File: src/rtl/pipe_ctrl_pkg.sv
// rtl/pipe_ctrl_pkg.sv - stall bit indices, stall masks, FSM encoding and stall merge helper for pipe_ctrl
package pipe_ctrl_pkg;

    // Bit positions inside the shared stall_signal bus
    localparam int STALL_PC  = 0;
    localparam int STALL_IF  = 1;
    localparam int STALL_ID  = 2;
    localparam int STALL_EX  = 3;
    localparam int STALL_MEM = 4;

    // A stall at stage k freezes stage k and every stage upstream of it
    localparam logic [4:0] STALL_MASK_NONE = 5'b00000;
    localparam logic [4:0] STALL_MASK_IF   = (5'b1 << STALL_PC) | (5'b1 << STALL_IF);
    localparam logic [4:0] STALL_MASK_ID   = STALL_MASK_IF | (5'b1 << STALL_ID);
    localparam logic [4:0] STALL_MASK_MEM  = STALL_MASK_ID | (5'b1 << STALL_EX) | (5'b1 << STALL_MEM);

    // Front-end bits that a flush overrides (the flushed stages are discarded anyway)
    localparam logic [4:0] STALL_MASK_FRONT = STALL_MASK_ID;

    typedef enum logic [1:0] {
        CTRL_RUN        = 2'd0,
        CTRL_HOLD       = 2'd1,
        CTRL_FLUSH_PEND = 2'd2
    } ctrl_state_t;

    // Deepest requesting stage wins
    function automatic logic [4:0] stall_merge(input logic if_req, input logic id_req, input logic mem_req);
        logic [4:0] m;
        if (mem_req)     m = STALL_MASK_MEM;
        else if (id_req) m = STALL_MASK_ID;
        else if (if_req) m = STALL_MASK_IF;
        else             m = STALL_MASK_NONE;
        return m;
    endfunction

endpackage

File: src/rtl/pipe_ctrl_if.sv
// rtl/pipe_ctrl_if.sv - stall/flush bus between pipeline stages and pipe_ctrl (perf ports under PIPE_CTRL_PERF_EN)
interface pipe_ctrl_if;
    logic        if_stall_req;
    logic        id_stall_req;
    logic        mem_stall_req;
    logic        jump_flag_i;
    logic [31:0] jump_target_i;
    logic [4:0]  stall_signal;
    logic        jump_flag;
    logic        redirect_o;
    logic [31:0] pc_target_o;
    logic        if_abort_o;
    logic        wdog_o;
`ifdef PIPE_CTRL_PERF_EN
    logic [31:0] perf_mem_stall_o;
    logic [31:0] perf_id_stall_o;
    logic [31:0] perf_if_stall_o;
    logic [31:0] perf_flush_o;
`endif

    modport master (
        output if_stall_req, id_stall_req, mem_stall_req, jump_flag_i, jump_target_i,
`ifdef PIPE_CTRL_PERF_EN
        input  perf_mem_stall_o, perf_id_stall_o, perf_if_stall_o, perf_flush_o,
`endif
        input  stall_signal, jump_flag, redirect_o, pc_target_o, if_abort_o, wdog_o
    );

    modport slave (
        input  if_stall_req, id_stall_req, mem_stall_req, jump_flag_i, jump_target_i,
`ifdef PIPE_CTRL_PERF_EN
        output perf_mem_stall_o, perf_id_stall_o, perf_if_stall_o, perf_flush_o,
`endif
        output stall_signal, jump_flag, redirect_o, pc_target_o, if_abort_o, wdog_o
    );
endinterface

File: src/rtl/pipe_ctrl_stall_wdog.sv
// rtl/pipe_ctrl_stall_wdog.sv - saturating consecutive-stall counter with sticky hang flag
module pipe_ctrl_stall_wdog #(
    parameter int WDOG_CYCLES = 1023,
    parameter int WDOG_W      = 10
) (
    input  logic clk,
    input  logic rst,
    input  logic i_stall,
    output logic o_wdog
);

    localparam logic [WDOG_W-1:0] LP_LIMIT = WDOG_W'(WDOG_CYCLES);

    logic [WDOG_W-1:0] r_cnt;
    logic [WDOG_W-1:0] w_cnt_next;
    logic              r_flag;

    // Count consecutive stalled cycles, holding at the limit instead of wrapping
    always_comb begin
        w_cnt_next = r_cnt;
        if (!i_stall)              w_cnt_next = '0;
        else if (r_cnt != LP_LIMIT) w_cnt_next = r_cnt + 1'b1;
    end

    // Counter register and sticky flag; only rst clears the flag
    always_ff @(posedge clk) begin
        if (rst) begin
            r_cnt  <= '0;
            r_flag <= 1'b0;
        end else begin
            r_cnt  <= w_cnt_next;
            r_flag <= r_flag | (w_cnt_next == LP_LIMIT);
        end
    end

    assign o_wdog = r_flag;

endmodule

File: src/rtl/pipe_ctrl.sv
// rtl/pipe_ctrl.sv - pipeline stall merge, jump flush sequencer and stall watchdog (optional perf counters: PIPE_CTRL_PERF_EN)
module pipe_ctrl
    import pipe_ctrl_pkg::*;
#(
    parameter int WDOG_CYCLES = 1023,
    parameter int WDOG_W      = 10
) (
    input  logic       clk,
    input  logic       rst,
    pipe_ctrl_if.slave bus
);

    ctrl_state_t r_state;
    ctrl_state_t w_state_next;
    logic [31:0] r_pending;
    logic [4:0]  w_stall_raw;
    logic [4:0]  w_stall;
    logic        w_flush;
    logic        w_abort;
    logic [31:0] w_target;
    logic        w_jump_frozen;
    logic        w_wdog;

    // A jump arriving while MEM is frozen cannot flush yet and must be parked
    assign w_jump_frozen = bus.jump_flag_i && bus.mem_stall_req;

    // State register
    always_ff @(posedge clk) begin
        if (rst) r_state <= CTRL_RUN;
        else     r_state <= w_state_next;
    end

    // Next-state logic
    always_comb begin
        w_state_next = r_state;
        case (r_state)
            CTRL_RUN: begin
                if (w_jump_frozen)          w_state_next = CTRL_FLUSH_PEND;
                else if (bus.mem_stall_req) w_state_next = CTRL_HOLD;
            end
            CTRL_HOLD: begin
                if (w_jump_frozen)           w_state_next = CTRL_FLUSH_PEND;
                else if (!bus.mem_stall_req) w_state_next = CTRL_RUN;
            end
            CTRL_FLUSH_PEND: begin
                if (!bus.mem_stall_req) w_state_next = CTRL_RUN;
            end
            default: w_state_next = CTRL_RUN;
        endcase
    end

    // Park the redirect target when the jump is deferred; later re-presentations are ignored
    always_ff @(posedge clk) begin
        if (rst) begin
            r_pending <= '0;
        end else if ((r_state == CTRL_RUN || r_state == CTRL_HOLD) && w_jump_frozen) begin
            r_pending <= bus.jump_target_i;
        end
    end

    // Output logic: stall merge plus same-cycle flush; everything quiet while in reset
    always_comb begin
        w_stall_raw = stall_merge(bus.if_stall_req, bus.id_stall_req, bus.mem_stall_req);
        w_flush     = 1'b0;
        w_abort     = 1'b0;
        w_target    = '0;
        if (!rst) begin
            case (r_state)
                CTRL_RUN, CTRL_HOLD: begin
                    if (bus.jump_flag_i && !bus.mem_stall_req) begin
                        w_flush  = 1'b1;
                        w_target = bus.jump_target_i;
                        w_abort  = bus.if_stall_req;
                    end
                end
                CTRL_FLUSH_PEND: begin
                    if (!bus.mem_stall_req) begin
                        w_flush  = 1'b1;
                        w_target = r_pending;
                        w_abort  = 1'b1;
                    end
                end
                default: ;
            endcase
        end
        if (rst)          w_stall = STALL_MASK_NONE;
        else if (w_flush) w_stall = w_stall_raw & ~STALL_MASK_FRONT;
        else              w_stall = w_stall_raw;
    end

    pipe_ctrl_stall_wdog #(
        .WDOG_CYCLES (WDOG_CYCLES),
        .WDOG_W      (WDOG_W)
    ) u_wdog (
        .clk     (clk),
        .rst     (rst),
        .i_stall (w_stall != STALL_MASK_NONE),
        .o_wdog  (w_wdog)
    );

    assign bus.stall_signal = w_stall;
    assign bus.jump_flag    = w_flush;
    assign bus.redirect_o   = w_flush;
    assign bus.pc_target_o  = w_target;
    assign bus.if_abort_o   = w_abort;
    assign bus.wdog_o       = w_wdog;

`ifdef PIPE_CTRL_PERF_EN
    logic [31:0] r_perf_mem;
    logic [31:0] r_perf_id;
    logic [31:0] r_perf_if;
    logic [31:0] r_perf_flush;

    // Wrapping event counters; ID/IF count only when that request is what drives the bus
    always_ff @(posedge clk) begin
        if (rst) begin
            r_perf_mem   <= '0;
            r_perf_id    <= '0;
            r_perf_if    <= '0;
            r_perf_flush <= '0;
        end else begin
            if (bus.mem_stall_req)        r_perf_mem   <= r_perf_mem + 32'd1;
            if (w_stall == STALL_MASK_ID) r_perf_id    <= r_perf_id + 32'd1;
            if (w_stall == STALL_MASK_IF) r_perf_if    <= r_perf_if + 32'd1;
            if (w_flush)                  r_perf_flush <= r_perf_flush + 32'd1;
        end
    end

    assign bus.perf_mem_stall_o = r_perf_mem;
    assign bus.perf_id_stall_o  = r_perf_id;
    assign bus.perf_if_stall_o  = r_perf_if;
    assign bus.perf_flush_o     = r_perf_flush;
`endif

endmodule

File: src/flat_wrapper.sv
// flat-port wrapper written by rule: the top's interface ports become plain ports
module pipe_ctrl_flat import pipe_ctrl_pkg::*;
#(
    parameter int WDOG_CYCLES = 1023,
    parameter int WDOG_W      = 10
)
  (clk, rst, bus_if_stall_req, bus_id_stall_req, bus_mem_stall_req, bus_jump_flag_i, bus_jump_target_i, bus_stall_signal, bus_jump_flag, bus_redirect_o, bus_pc_target_o, bus_if_abort_o, bus_wdog_o);
  pipe_ctrl_if bus_i ();
  input  logic clk;
  input  logic rst;
  input wire logic [$bits(bus_i.if_stall_req)-1:0] bus_if_stall_req;
  input wire logic [$bits(bus_i.id_stall_req)-1:0] bus_id_stall_req;
  input wire logic [$bits(bus_i.mem_stall_req)-1:0] bus_mem_stall_req;
  input wire logic [$bits(bus_i.jump_flag_i)-1:0] bus_jump_flag_i;
  input wire logic [$bits(bus_i.jump_target_i)-1:0] bus_jump_target_i;
  output wire logic [$bits(bus_i.stall_signal)-1:0] bus_stall_signal;
  output wire logic [$bits(bus_i.jump_flag)-1:0] bus_jump_flag;
  output wire logic [$bits(bus_i.redirect_o)-1:0] bus_redirect_o;
  output wire logic [$bits(bus_i.pc_target_o)-1:0] bus_pc_target_o;
  output wire logic [$bits(bus_i.if_abort_o)-1:0] bus_if_abort_o;
  output wire logic [$bits(bus_i.wdog_o)-1:0] bus_wdog_o;
  assign bus_i.if_stall_req = bus_if_stall_req;
  assign bus_i.id_stall_req = bus_id_stall_req;
  assign bus_i.mem_stall_req = bus_mem_stall_req;
  assign bus_i.jump_flag_i = bus_jump_flag_i;
  assign bus_i.jump_target_i = bus_jump_target_i;
  assign bus_stall_signal = bus_i.stall_signal;
  assign bus_jump_flag = bus_i.jump_flag;
  assign bus_redirect_o = bus_i.redirect_o;
  assign bus_pc_target_o = bus_i.pc_target_o;
  assign bus_if_abort_o = bus_i.if_abort_o;
  assign bus_wdog_o = bus_i.wdog_o;
  pipe_ctrl #(.WDOG_CYCLES(WDOG_CYCLES), .WDOG_W(WDOG_W)) u_core (.clk(clk), .rst(rst), .bus(bus_i));
endmodule
File: config.mk
export PLATFORM = sky130hd
export DESIGN_NAME = pipe_ctrl_flat
export DESIGN_NICKNAME = d
export VERILOG_FILES = /design/src/rtl/pipe_ctrl_pkg.sv /design/src/rtl/pipe_ctrl_if.sv /design/src/rtl/pipe_ctrl_stall_wdog.sv /design/src/rtl/pipe_ctrl.sv /design/src/flat_wrapper.sv
export SDC_FILE = /design/constraint.sdc
export NUM_CORES = 1
export LEC_CHECK = 0
export CORE_MARGIN = 3
export CORE_UTILIZATION = 30
export DETAILED_ROUTE_END_ITERATION = 10
export PLACE_DENSITY = 0.6
export SYNTH_ARGS = -nofsm -noshare
export SYNTH_HDL_FRONTEND = slang
export SYNTH_SLANG_ARGS = --single-unit
File: constraint.sdc
create_clock -name clk -period 2.6 [get_ports clk]
set_clock_uncertainty 0.15 [all_clocks]
set_input_delay 0.26 -clock clk [delete_from_list [all_inputs] [get_ports clk]]
set_output_delay 0.26 -clock clk [all_outputs]
set_load 0.01 [all_outputs]
==> run_results.csv <==
group,metric,value,unit
die,rows,31,
finish,area_delta_synth_final,43.3,%
finish,diodes,0,
sta,tns,0,ns
clocking,hold_buffers,0,
sta,period_minus_slack,2.42,ns
power,p_int,1.17,mW
clocking,clock-sinks,45,
worst_setup_path,cp-end-kind,"output port",
sta,period_share,93.3,%
yosys,yosys_most_used_dff,"dfxtp_1",
yosys,yosysWarnings,0,
yosys,synth_top_area_cell,"dfxtp_1",
worst_setup_path,crit_path_start_kind,"flip-flop",
sta,slew-limit-headroom,77.0,%
placement,place_area,3240,um^2
die,die_w,94.3,um
sta,rsz0062_at_grt,"no",
global_route,grt_pass1_vias,2366,
worst_setup_path,endpoint,"bus_pc_target_o[15]",
finish,fin_nets,426,
global_route,grt_max_degree,34,
drt,drc_errors,0,
clocking,clock_latency,0.29,ns
worst_setup_path,r2r-start,"u_core.u_wdog.r_cnt[0]$_SDFF_PP0_",
finish,drive_above_1_share,7.99,%
die,io_pins,79,
power,p_switching,0.378,mW
global_route,grt_usage,15.3,%
power,irDropWorstVdd,0.000201,V
finish,final_cell_area,3350,um^2
worst_setup_path,startpoint,"u_core.r_state[1]$_SDFFE_PP0P_",
power,p_per_area,463,nW/um^2
clocking,htreeDepth,2,
sta,drv_slew,0,
clocking,cts_tree,"built",
clocking,cts_made_buffers,5,
drt,dr.pass1.iters,4,
yosys,async_flop_share,0,%
yosys,syn-num-nets,359,
die,core,7410,um^2
sta,hold_viol_final,0,
power,clockPowerShare,35.0,%
yosys,synth_edf_count,0,
min_path,hold_path_depth,2,
placement,port-buffer-count,78,
yosys,ys_types,45,
yosys,synth_sequential_area_ratio,38.5,%
power,power_frac_comb,17.7,%
clocking,clockBufferDepth,2,
die,die_y,94.3,um
sta,clock.fmax,412,MHz
worst_setup_path,cp_max_fo,15,
global_route,overflow,0,
power,seq_power_share,47.3,%
yosys,ys_ff_latch,45,
yosys,netlist_area,2340,um^2
drt,viasPerCell,5.05,
drt,totalWireLength,6680,um
drt,drt_iter0_drc,111,
drt,post_drt_wl_per_cell,13.7,um
worst_setup_path,arrival,2.01,ns
flow_run,maxCapViolCount,0,
yosys,avgSynthCellArea,7.32,um^2
power,p_total,1.55,mW
worst_setup_path,path_class,"flip-flop to output port",
global_route,antenna_found_initial,0,
yosys,synth_area_leaders,"dfxtp_1 38%, nand2_1 11%, a22oi_1 10%",
die,die_area,8900,um^2
power,leakage,1.18,nW
finish,fin_util,45.3,%
power,p_sw_share,24.4,%
drt,ant_nets,0,
placement,globalplace.congestion,0.878,
worst_setup_path,reg2reg_slack,0.42,ns
clocking,post_cts_resized,0,
clocking,post_cts_buffers,0,
min_path,hold_class,"flip-flop to flip-flop",
yosys,synth_top_area_share,38.5,%
global_route,grt_pass1_wl,11000,um
clocking,cts.clk_slew.worst_paths,0.08,ns
outcome,status,"completed",
drt,vias,2457,
clocking,cts-root-buf,"clkbuf_8",
yosys,synth_cells,320,
worst_setup_path,cp.required,2.19,ns
placement,hpwl,4840,um
die,initial_core_util,31.6,%
sta,tightest_slew,0.342,ns
worst_setup_path,rr_endpoint,"u_core.u_wdog.o_wdog$_SDFF_PP0_",
worst_setup_path,reg2reg_depth,6,
sta,setup-violations-final,0,
[cells in the mapped netlist, types with 4 or more instances]
library cell	count
nand2b_1	4
nor2_1	44
a21oi_1	37
buf_4	5
nand2_1	68
a31oi_1	5
o21ai_0	4
nor3_1	5
dfxtp_1	45
a22oi_1	32
buf_2	4
nand4_1	4
clkbuf_1	19
[stage by stage]
step	hold WS [ns]	std cells	setup slack (ns)
after floorplan	0.187	320	0.750
after global placement	0.292	479	0.196
after detailed placement	0.299	479	0.194
after CTS	0.310	487	0.141
after global routing	0.327	487	0.0146
final	0.308	487	0.175
[worst min-delay path by stage]
stage,start,to
after floorplan,bus_jump_flag_i,u_core.r_state[0]$_SDFFE_PP0P_
after global placement,u_core.r_pending[4]$_SDFFE_PP0P_,u_core.r_pending[4]$_SDFFE_PP0P_
after detailed placement,u_core.r_pending[4]$_SDFFE_PP0P_,u_core.r_pending[4]$_SDFFE_PP0P_
after CTS,u_core.r_pending[4]$_SDFFE_PP0P_,u_core.r_pending[4]$_SDFFE_PP0P_
after global routing,u_core.r_pending[23]$_SDFFE_PP0P_,u_core.r_pending[23]$_SDFFE_PP0P_
final,u_core.r_pending[4]$_SDFFE_PP0P_,u_core.r_pending[4]$_SDFFE_PP0P_
[per-layer routing]
layer	wire (um)	part of all wire, %	vias to the layer above	global-route usage, %
li1	-	-	1246	-
met1	3010	45	1125	20.1
met2	3190	48	75	24.8
met3	357	5.3	11	2.95
met4	112	1.7	0	5.54
met5	0	0	-	0
[kinds of logic after synthesis]
logic type,share of synthesized area [%]
buf+inv,6.95
xor+xnor,0.374
flops,38.5
simple gates,27.5
mux,1.34
fa+ha+maj,0.534
compound gates,24.8
[cell usage in the layout, fill, tap and decap left out, types with 4 or more instances in the layout]
master            n
a21oi_1          37
a22oi_1          32
a31oi_1           5
buf_4            10
clkbuf_8          6
clkdlybuf4s50_1  78
dfxtp_1          45
nand2_1          68
nand2b_1          4
nand4_1           4
nor2_1           42
nor3_1            5
o21ai_0           4
[power by group through the flow]
stage / registers, mW / logic (mW) / clock network, mW
2_1_floorplan: 0.743 / 0.134 / 0
3_3_place_gp: 0.750 / 0.277 / 0
3_5_place_dp: 0.751 / 0.278 / 0
4_1_cts: 0.734 / 0.279 / 0.564
5_1_grt: 0.738 / 0.304 / 0.590
6_report: 0.734 / 0.274 / 0.543
[state kept, by name, summed over array words and instances (netlist names)]
register / cells
u_core.r_state: 2
u_core.r_pending: 32
u_core.u_wdog.r_cnt: 10
u_core.u_wdog.o_wdog: 1
[cell type report]
cell class | count | area (um^2)
Clock inverter | 1 | 30.0
Inverter | 4 | 15.0
Sequential cell | 45 | 901
Fill cell | 781 | 4050
Multi-Input combinational cell | 240 | 1280
Tap cell | 99 | 124
Timing Repair Buffer | 91 | 916
Clock buffer | 7 | 86.3
[critical path, stage by stage (launching register included)]
cell and delay, ns:
dfxtp_1 0.39, nand2b_1 0.12, nor2_2 0.20, buf_4 0.26, a22oi_1 0.11, nor2_1 0.09, clkdlybuf4s50_1 0.56
No activity file was read; power rests on OpenSTA's default activity.
